$ cat config.mk
export PLATFORM = sky130hd
export DESIGN_NAME = atmos_light_ctrl
export DESIGN_NICKNAME = d
export VERILOG_FILES = /design/src/rtl/atmos_light_ctrl.sv
export SDC_FILE = /design/constraint.sdc
export NUM_CORES = 1
export LEC_CHECK = 0
export ABC_AREA = 1
export CORE_UTILIZATION = 60
export DETAILED_ROUTE_END_ITERATION = 8
export GPL_ROUTABILITY_DRIVEN = 1
export PLACE_DENSITY = 0.86
export SLEW_MARGIN = 20
export SYNTH_ARGS = -nofsm -noshare
export SYNTH_HDL_FRONTEND = slang
export SYNTH_SLANG_ARGS = --single-unit
$ cat constraint.sdc
create_clock -name clk -period 4.74 [get_ports clk]
set_input_delay 0.474 -clock clk [delete_from_list [all_inputs] [get_ports clk]]
set_output_delay 0.474 -clock clk [all_outputs]
set_load 0.05 [all_outputs]
$ cat src/rtl/atmos_light_ctrl.sv
// Frame-level atmospheric-light (A) sequencer: accepts, smooths, clamps and commits A at frame start.
// Build option: define ATMOS_IIR_EN for IIR smoothing; otherwise each estimate loads directly.
module atmos_light_ctrl #(
  parameter int unsigned A_DEFAULT    = 230,
  parameter int unsigned A_MIN        = 100,
  parameter int unsigned A_MAX        = 255,
  parameter int unsigned SMOOTH_SHIFT = 2,
  parameter int unsigned EST_WAIT     = 16,
  parameter int unsigned MISS_LIMIT   = 4
) (
  input  logic        clk,
  input  logic        rst,
  input  logic        per_frame_vsync,
  input  logic        a_in_valid,
  input  logic [7:0]  a_in,
  input  logic        a_update_en,
  input  logic        a_force_en,
  input  logic [7:0]  a_force_val,
  output logic [7:0]  A_out,
  output logic        A_out_valid,
  output logic [15:0] frame_cnt,
  output logic        stale
);

`ifdef ATMOS_IIR_EN
  localparam int unsigned Shift = SMOOTH_SHIFT;
`else
  // A zero shift makes the filter output equal the raw estimate.
  localparam int unsigned Shift = 0 * SMOOTH_SHIFT;
`endif

  localparam logic signed [9:0] MinS     = 10'(A_MIN);
  localparam logic signed [9:0] MaxS     = 10'(A_MAX);
  localparam logic [4:0]        WaitLast = 5'(EST_WAIT - 1);
  localparam logic [3:0]        MissLim  = 4'(MISS_LIMIT);

  typedef enum logic [2:0] {StIdle, StInFrame, StWaitEst, StUpdate, StWaitFrame} state_e;

  state_e      state_q, state_d;
  logic        vsync_d1_q;
  logic [7:0]  a_filt_q, a_filt_d;
  logic        first_q, first_d;
  logic [7:0]  pend_q, pend_d;
  logic [4:0]  wait_cnt_q, wait_cnt_d;
  logic [3:0]  miss_cnt_q, miss_cnt_d;
  logic        stale_q, stale_d;
  logic [7:0]  a_lat_q, a_lat_d;
  logic        rise_pend_q, rise_pend_d;
  logic [7:0]  a_out_q, a_out_d;
  logic        a_out_valid_q, a_out_valid_d;
  logic [15:0] frame_cnt_q, frame_cnt_d;

  logic              rise, fall, miss;
  logic signed [8:0] diff, step;
  logic signed [9:0] sum;
  logic [7:0]        filt_new;

  function automatic logic [7:0] clamp(input logic signed [9:0] x);
    logic signed [9:0] y;
    y = x;
    if (x < MinS) y = MinS;
    if (x > MaxS) y = MaxS;
    return y[7:0];
  endfunction

  assign rise = !vsync_d1_q && per_frame_vsync;
  assign fall = vsync_d1_q && !per_frame_vsync;

  // Filter datapath: 9-bit signed error, 10-bit signed accumulate.
  always_comb begin
    diff     = $signed({1'b0, a_lat_q}) - $signed({1'b0, a_filt_q});
    step     = diff >>> Shift;
    sum      = $signed({2'b00, a_filt_q}) + $signed({step[8], step});
    filt_new = first_q ? clamp($signed({2'b00, a_lat_q})) : clamp(sum);
  end

  always_comb begin
    state_d       = state_q;
    a_filt_d      = a_filt_q;
    first_d       = first_q;
    pend_d        = pend_q;
    wait_cnt_d    = wait_cnt_q;
    miss_cnt_d    = miss_cnt_q;
    stale_d       = stale_q;
    a_lat_d       = a_lat_q;
    rise_pend_d   = rise_pend_q;
    a_out_d       = a_out_q;
    a_out_valid_d = 1'b0;
    frame_cnt_d   = frame_cnt_q;
    miss          = 1'b0;

    // Frame start is honoured in every state, always committing the pend held before this edge.
    if (rise) begin
      frame_cnt_d   = frame_cnt_q + 16'd1;
      a_out_d       = a_force_en ? a_force_val : pend_q;
      a_out_valid_d = 1'b1;
    end

    unique case (state_q)
      StIdle: if (rise) state_d = StInFrame;
      StInFrame: begin
        if (fall) begin
          state_d    = StWaitEst;
          wait_cnt_d = '0;
        end
      end
      StWaitEst: begin
        if (a_in_valid && a_update_en) begin
          state_d     = StUpdate;
          a_lat_d     = a_in;
          rise_pend_d = rise;
        end else if (rise) begin
          miss    = a_update_en;
          state_d = StInFrame;
        end else if (wait_cnt_q == WaitLast) begin
          miss    = a_update_en;
          state_d = StWaitFrame;
        end else begin
          wait_cnt_d = wait_cnt_q + 5'd1;
        end
      end
      StUpdate: begin
        a_filt_d    = filt_new;
        pend_d      = filt_new;
        first_d     = 1'b0;
        miss_cnt_d  = '0;
        stale_d     = 1'b0;
        rise_pend_d = 1'b0;
        state_d     = (rise_pend_q || rise) ? StInFrame : StWaitFrame;
      end
      StWaitFrame: if (rise) state_d = StInFrame;
      default: state_d = StIdle;
    endcase

    if (miss) begin
      if (miss_cnt_q != 4'hF) miss_cnt_d = miss_cnt_q + 4'd1;
      if (miss_cnt_d >= MissLim) stale_d = 1'b1;
    end
  end

  always_ff @(posedge clk or posedge rst) begin
    if (rst) begin
      state_q       <= StIdle;
      vsync_d1_q    <= 1'b0;
      a_filt_q      <= 8'(A_DEFAULT);
      first_q       <= 1'b1;
      pend_q        <= 8'(A_DEFAULT);
      wait_cnt_q    <= '0;
      miss_cnt_q    <= '0;
      stale_q       <= 1'b0;
      a_lat_q       <= '0;
      rise_pend_q   <= 1'b0;
      a_out_q       <= 8'(A_DEFAULT);
      a_out_valid_q <= 1'b0;
      frame_cnt_q   <= '0;
    end else begin
      state_q       <= state_d;
      vsync_d1_q    <= per_frame_vsync;
      a_filt_q      <= a_filt_d;
      first_q       <= first_d;
      pend_q        <= pend_d;
      wait_cnt_q    <= wait_cnt_d;
      miss_cnt_q    <= miss_cnt_d;
      stale_q       <= stale_d;
      a_lat_q       <= a_lat_d;
      rise_pend_q   <= rise_pend_d;
      a_out_q       <= a_out_d;
      a_out_valid_q <= a_out_valid_d;
      frame_cnt_q   <= frame_cnt_d;
    end
  end

  assign A_out       = a_out_q;
  assign A_out_valid = a_out_valid_q;
  assign frame_cnt   = frame_cnt_q;
  assign stale       = stale_q;

endmodule

-- Word-level counts from Yosys, hierarchy flattened
Cells that the tools add are included.
- logic and storage cells: 79
- output and inout port bits: 26
- bits in registers: 57
- mux-type cells: 31
- equality and inequality tests: 13
- magnitude comparators: 4
- $add $sub $neg: 5
- reduce and logical (&&, ||, !) cells: 14
- operators with widths (operator ; number):
    8-bit 2-to-1 mux ; 5
    5-bit 2-to-1 mux ; 4
    3-bit 2-to-1 mux ; 6
    16-bit by 1-bit adder with 16-bit output, second input constant ; 1
    4-bit 2-to-1 mux ; 4
    3-bit one-hot mux with 4 select lines ; 1
    9-bit by 9-bit adder with 10-bit output ; 1
    10-bit by 9-bit greater-than comparator with 1-bit output, second input constant ; 1
    10-bit by 8-bit less-than comparator with 1-bit output, second input constant ; 1
    2-bit != test, second input constant ; 5
    5-bit one-hot mux with 2 select lines ; 1
    1-bit 2-to-1 mux ; 9
    8-bit by 8-bit subtractor with 9-bit output ; 1
    8-bit by 7-bit less-than comparator with 1-bit output, second input constant ; 1
    4-bit != test, second input constant ; 2
    3-bit by 2-bit equality test with 1-bit output, second input constant ; 2
    5-bit by 1-bit adder with 5-bit output, second input constant ; 1
    5-bit by 4-bit equality test with 1-bit output, second input constant ; 1
    5-bit AND reduction ; 1
    4-bit by 1-bit adder with 4-bit output, second input constant ; 1
    4-bit by 3-bit greater-or-equal comparator with 1-bit output, second input constant ; 1
    2-bit AND reduction ; 2
    2-bit nonzero test ; 2
    3-bit by 1-bit equality test with 1-bit output, second input constant ; 1
    other kinds (9) ; 12

-- Longest topological paths before layout
Gate-level depths: netlist of run 1.
- depth in word-level cells: 9
- gate-level depth with buffers: 25
- mapped depth without buffers: 25

-- Worst setup path before layout of run 1
OpenSTA, ideal clock, no wires.
- path kind: flip-flop to flip-flop
- from: register, netlist name pend_q[2]
- to: register pend_q[0]
- path buffers: 0
- cell stages (with the launch flop): 23
- arrival: 2.873 ns
- setup slack: 1.750 ns
- path through: dfstp_2 inv_1 ha_1 a21oi_1 nand2_1 nand2_1 nand2_1 a21oi_1 o21ai_0 a21oi_1 inv_1 nand2_1 nand2_1 ha_1 a21oi_1 o21ai_0 a21oi_2 or2_1 nand3_2 inv_2 nand2_1 nand2_1 nand2_1
- RTL lines (item ; RTL line ; text):
    to (signal assigned) ; 147 ; pend_q <= 8'(A_DEFAULT);
    to (signal assigned) ; 161 ; pend_q <= pend_d;
    to (decl) ; 43 ; logic [7:0] pend_q, pend_d;

==> impl_metrics.json, run 1 <==
{
  "die_x_um": 79.30,
  "hold_ws_ps": 483.7,
  "dieArea_mm2": 0.006288,
  "critPathRequiredTime_ps": 4960,
  "start_kind": "flip-flop",
  "drt-total-wl_mm": 8.342,
  "arrival_ps": 3610,
  "avgSynthCellArea_um2": 7.643,
  "cts_setup_buffers": 0,
  "ys_seq_area_frac": 0.4017,
  "relSlewSlack": 0.5126,
  "clkTransAtPathRegs_ps": 60,
  "status": "finished clean",
  "ant_nets": 0,
  "path_class": "flip-flop to flip-flop",
  "cts_tree": "yes",
  "slew_violations": 0,
  "routed_via_density": 5.497,
  "layout.nets": 564,
  "grt_util_all_layers": 0.2855,
  "tns_ps": 0,
  "post_drt_wl_per_cell_um": 13.95,
  "num_antenna_cells": 0,
  "drt_iter0_markers": 221,
  "drc": 0,
  "cts_sinks": 57,
  "synth_seq_cells": 57,
  "clock_path_buffers": 2,
  "hold_class": "flip-flop to flip-flop",
  "drv_cap": 0,
  "std_cell_rows": 27,
  "pin_count": 48,
  "grt_first_pass_wirelength_mm": 13.74,
  "post_dp_cell_area_mm2": 0.004120,
  "finalSetupViolCount": 0,
  "clock.fmax_mhz": 294.9,
  "die_y_um": 79.30,
  "skew_ps": 9.305,
  "rsz0062_at_grt": "no",
  "hold_viol_final": 0,
  "synthesis.area_mm2": 0.003585,
  "cts_hold_buf": 0,
  "overflow": 0,
  "grt_pass1_vias": 3013,
  "via_count": 3287,
  "clock_latency_ps": 330,
  "start_util": 0.6354,
  "critPathMaxFanout": 6,
  "clock-root-buffer": "clkbuf_8",
  "cts_max_level": 3,
  "hpwl_mm": 6.077,
  "antenna_found_initial": 0,
  "core-area_mm2": 0.005642,
  "synth_cell_types": 36,
  "worst_pin_slew_ps": 724.8,
  "yosys_warnings": 0,
  "firstDrtPassIters": 5,
  "syn-instance-count": 469,
  "synth_fp_nets": 512,
  "areaGrowthSynthToFinish_pct": 19.93,
  "numCtsBuffers": 9,
  "reg2reg_slack_ps": 1350,
  "gp_congestion": 0.8896,
  "drive_above_1_share": 0.1122,
  "grt_max_degree": 58,
  "fin_crit_sh": 0.7153,
  "final_area_mm2": 0.004299,
  "numPortBuffers": 47,
  "final_util": 0.7620,
  "finalCriticalPeriod_ps": 3391,
  "cts_resized": 0,
  "cp-end-kind": "flip-flop"
}
==> synthesized netlist by cell type (all sizes together) <==
cell type  count  area share
a21oi         35       0.051
a221oi         1      0.0024
a31oi          4      0.0070
and2           1      0.0017
buf            4      0.0059
clkbuf         3      0.0031
dfrtp         46        0.32
dfstp         11       0.081
fa             2       0.011
ha            19       0.066
inv           69       0.072
nand2        140        0.15
nand3         33       0.058
nand3b         5       0.010
nand4          4      0.0070
nor2          35       0.038
nor3           9       0.017
o211ai         2      0.0042
o21a           1      0.0021
o21ai         20       0.028
o21bai         1      0.0021
o31ai          2      0.0042
or2            1      0.0017
xnor2          6       0.015
xor2          15       0.037
==> critical path, stage by stage (launching register included) <==
cell     delay, ps
dfstp_2        560
inv_1           50
ha_1           350
a21oi_1        190
nand2_1         80
nand2_1         80
nand2_1         70
a21oi_1        210
o21ai_0        110
a21oi_1        170
inv_1           60
nand2_1         50
nand2_1         50
ha_1           310
a21oi_1        140
o21ai_0        110
a21oi_2        180
or2_1          140
nand3_2        100
inv_2          110
nand2_1         50
nand2_1         60
nand2_1         50
==> per-layer routing <==
metal  vias up  track usage  routed length (um)
met5         -            0                   0
met4         0       0.1055                 107
met3        12      0.05057                 375
met2        97       0.4716                4159
met1      1570       0.3740                3699
li1       1608            -                   -
==> flip-flops by register name (all words and copies together), names as in the netlist <==
register,count
frame_cnt,16
state_q,3
vsync_d1_q,1
miss_cnt_q,4
pend_q,8
first_q,1
A_out,8
A_out_valid,1
a_lat_q,8
wait_cnt_q,5
rise_pend_q,1
stale,1
==> cell type report <==
cell class              count  area [um^2]
inverters                  69        259.0
clock buffers              13        158.9
fillers                   417         1343
well taps                  72        90.09
flip-flops and latches     57         1440
multi-input cells         336         1856
clock inverters             3        17.52
repair buffers             48        478.0
==> path summary, 6_finish.rpt <==
path / endpoint / cells after the start / start
worst min register to register: frame_cnt[15] / 1 / frame_cnt[15]
worst min-delay path: frame_cnt[15] / 1 / frame_cnt[15]
min in group asynchronous: frame_cnt[2] / 3 / rst
worst max-delay path: pend_q[0] / 22 / pend_q[2]
max in group asynchronous: a_lat_q[2] / 3 / rst
worst max register to register: pend_q[0] / 22 / pend_q[2]
==> stage by stage <==
stage / setup slack (ps) / std cells
final: 1349 / 598
after global routing: 1058 / 598
after CTS: 1377 / 598
after detailed placement: 1391 / 582
after global placement: 1540 / 582
after floorplan: 1750 / 469
==> cells by family (layout without fill, tap and decap cells) <==
logic type | Yosys count | in the layout | share of synthesized area
buffers and inverters | 76 | 133 | 0.08133
DFF | 57 | 57 | 0.4017
adders and majority gates | 21 | 21 | 0.07749
AOI/OAI and AO/OA | 66 | 66 | 0.1009
and+or+nand+nor | 228 | 228 | 0.2873
xor gates and xnor gates | 21 | 21 | 0.05131
==> cells in the final DEF (no fill, tap or decap), types with 5 or more instances in the layout <==
cell | synthesis | layout
a21oi_1 | 33 | 33
dfrtp_1 | 46 | 46
nor2_1 | 33 | 32
inv_1 | 60 | 59
nand3_2 | 6 | 6
nor3_1 | 6 | 6
xnor2_1 | 6 | 6
ha_1 | 19 | 19
clkdlybuf4s50_1 | 0 | 47
dfstp_2 | 11 | 11
nand3b_1 | 5 | 5
nand2_2 | 7 | 7
nand2_1 | 132 | 132
clkbuf_8 | 0 | 11
o21ai_0 | 16 | 16
nand3_1 | 26 | 26
inv_2 | 9 | 10
xor2_1 | 15 | 15
Power of run 1 is not shown: default switching activity piles up to over one toggle a cycle in this logic, so the estimate is an artifact.
==> run 2: changes to the inputs <==
--- a/config.mk
+++ b/config.mk
@@ -6,10 +6,10 @@
 export NUM_CORES = 1
 export LEC_CHECK = 0
 export ABC_AREA = 1
-export CORE_UTILIZATION = 60
+export CORE_UTILIZATION = 56
 export DETAILED_ROUTE_END_ITERATION = 8
 export GPL_ROUTABILITY_DRIVEN = 1
-export PLACE_DENSITY = 0.86
+export PLACE_DENSITY = 0.81
 export SLEW_MARGIN = 20
 export SYNTH_ARGS = -nofsm -noshare
 export SYNTH_HDL_FRONTEND = slang
==> constraint.sdc (replaced) <==
create_clock -name clk -period 3.51 [get_ports clk]
set_input_delay 0.351 -clock clk [delete_from_list [all_inputs] [get_ports clk]]
set_output_delay 0.351 -clock clk [all_outputs]
set_load 0.05 [all_outputs]
==> run 2 against run 1 <==
Clock-buffer cell count rose by 1. Die area grew 7.0%. Flip-flop and latch count is the same. Register-to-register slack worse by 1100 ps. Non-clock buffer count is 3 higher. Global-route usage is 2.5 points lower. Wire length shrank 2.3%. Via count shrank 0.52%. Cell count is 1.0% higher. Cell area grew 2.2%. Worst hold slack got worse by 18 ps. Fmax grew 4.0%. Critical path type unchanged.
==> impl_metrics.json, run 2 (synthesis gave the netlist of run 1 again) <==
{
  "status": "finished clean",
  "slew_violations": 0,
  "numCtsBuffers": 9,
  "num_antenna_cells": 0,
  "numPortBuffers": 47,
  "dp.cells": 586,
  "hold_viol_final": 0,
  "die_x_um": 82.01,
  "core-area_mm2": 0.006061,
  "relSlewSlack": 0.4889,
  "drt_iter0_markers": 176,
  "grt_max_degree": 39,
  "via_count": 3270,
  "arrival_ps": 3490,
  "grt_util_all_layers": 0.2610,
  "clock_latency_ps": 340,
  "areaGrowthSynthToFinish_pct": 22.55,
  "post_drt_wl_per_cell_um": 13.50,
  "drv_cap": 0,
  "layout.nets": 567,
  "gp_congestion": 0.9246,
  "final_util": 0.7248,
  "hold_class": "primary input to async pin",
  "grt_pass1_vias": 2995,
  "slowest_delay_ps": 480,
  "start_util": 0.5915,
  "ant_nets": 0,
  "cts_sinks": 57,
  "finalCriticalPeriod_ps": 3260,
  "routed_via_density": 5.414,
  "fin_cells": 604,
  "tns_ps": 0,
  "largest_reg_flops": 16,
  "cts_max_level": 3,
  "rsz0062_at_grt": "no",
  "worst-r2r-cell-count": 19,
  "final_common_cell": "nand2_1",
  "critPathMaxFanout": 6,
  "worst_pin_slew_ps": 765.5,
  "clock-root-buffer": "clkbuf_8",
  "firstDrtPassIters": 5,
  "finalSetupViolCount": 0,
  "final_area_mm2": 0.004393,
  "antenna_found_initial": 0,
  "post_dp_cell_area_mm2": 0.004131,
  "skew_ps": 5.611,
  "drive_above_1_share": 0.1248,
  "clock.fmax_mhz": 306.7,
  "crit_slowest_cell": "fa_1",
  "std_cell_rows": 28,
  "critical_path.most_common_cell": "nand2_1",
  "clock_path_buffers": 2,
  "clkTransAtPathRegs_ps": 60,
  "worstPathCellList": "ha_1 > fa_1 > inv_1 > nand2_1 > nand2_1 > and2_1 > a31oi_1 > xnor2_1 > ha_1 > a21oi_1 > nor2_1 > nor2_1 > nand2_1 > nand3_2 > nand3_2 > inv_4 > nand2_1 > nand2_1 > nand2_1",
  "critPathRequiredTime_ps": 3740,
  "grt_first_pass_wirelength_mm": 13.28,
  "cts_tree": "yes",
  "fin_crit_sh": 0.9288,
  "cp-end-kind": "flip-flop",
  "die_y_um": 82.01,
  "pin_count": 48,
  "drt-total-wl_mm": 8.151,
  "dieArea_mm2": 0.006725,
  "overflow": 0,
  "path_class": "flip-flop to flip-flop",
  "hpwl_mm": 6.111,
  "mostFrequentLayoutCells": "132 x nand2_1, 59 x inv_1, 47 x clkdlybuf4s50_1",
  "fillCellCount": 482,
  "drc": 0,
  "start_kind": "flip-flop"
}
run 2: cell count changes in the layout (fill, tap and decap cells not counted), moves of 2 or more:
cell     before  now
a21oi_1      33   30
ha_1         19   17
ha_4          0    2
buf_4         1    4
a21oi_2       2    5
run 2: layout make-up:
cell class,instances,area [um^2],area share
clock buffer,14,172.7,0.03931
clock inverter,2,35.03,0.007975
inverter,69,261.5,0.05953
multi-input combinational,336,1889,0.4301
sequential,57,1440,0.3278
tap,75,93.84,0.02136
timing repair buffer,51,500.5,0.1139
run 2: final timing paths:
check,from,end,slack [ps]
min in group clk,frame_cnt[15],frame_cnt[15],470
max in group asynchronous,rst,A_out[6],2220
hold reg to reg,frame_cnt[15],frame_cnt[15],470
setup / recovery,pend_q[0],pend_q[0],250
hold / removal,rst,A_out[3],470
setup reg to reg,pend_q[0],pend_q[0],250
run 2: stage by stage:
| step | hold WS, ps | setup slack, ps |
|---|---|---|
| 5_1_grt | 480.5 | 9.845 |
| 3_3_place_gp | 457.4 | 312.8 |
| 2_1_floorplan | 382.4 | 520.4 |
| 4_1_cts | 469.5 | 145.3 |
| 6_report | 465.4 | 249.8 |
| 3_5_place_dp | 458.7 | 150.9 |
run 2: worst max-delay path, delay by kind of cell, from the launching register on:
family,cells,cell delay (ps)
adders and majority gates,3,1080
xor gates and xnor gates,1,140
AOI/OAI and AO/OA,2,380
and+or+nand+nor,11,920
buffers and inverters,2,200
DFF,1,420
run 2: timing repair:
action | in CTS | in global routing
buffers inserted | 0 | 2
gates resized for setup | 0 | 7
endpoints found under the setup margin | 0 | 8
hold buffers | 0 | 0
run 2: routing by layer:
metal | routed length (um) | vias up | global-route usage
li1 | - | 1607 | -
met1 | 3635 | 1546 | 0.3272
met2 | 3899 | 102 | 0.4347
met3 | 495 | 15 | 0.07444
met4 | 121 | 0 | 0.07719
met5 | 0 | - | 0
Power of run 2 is left out for the same reason.
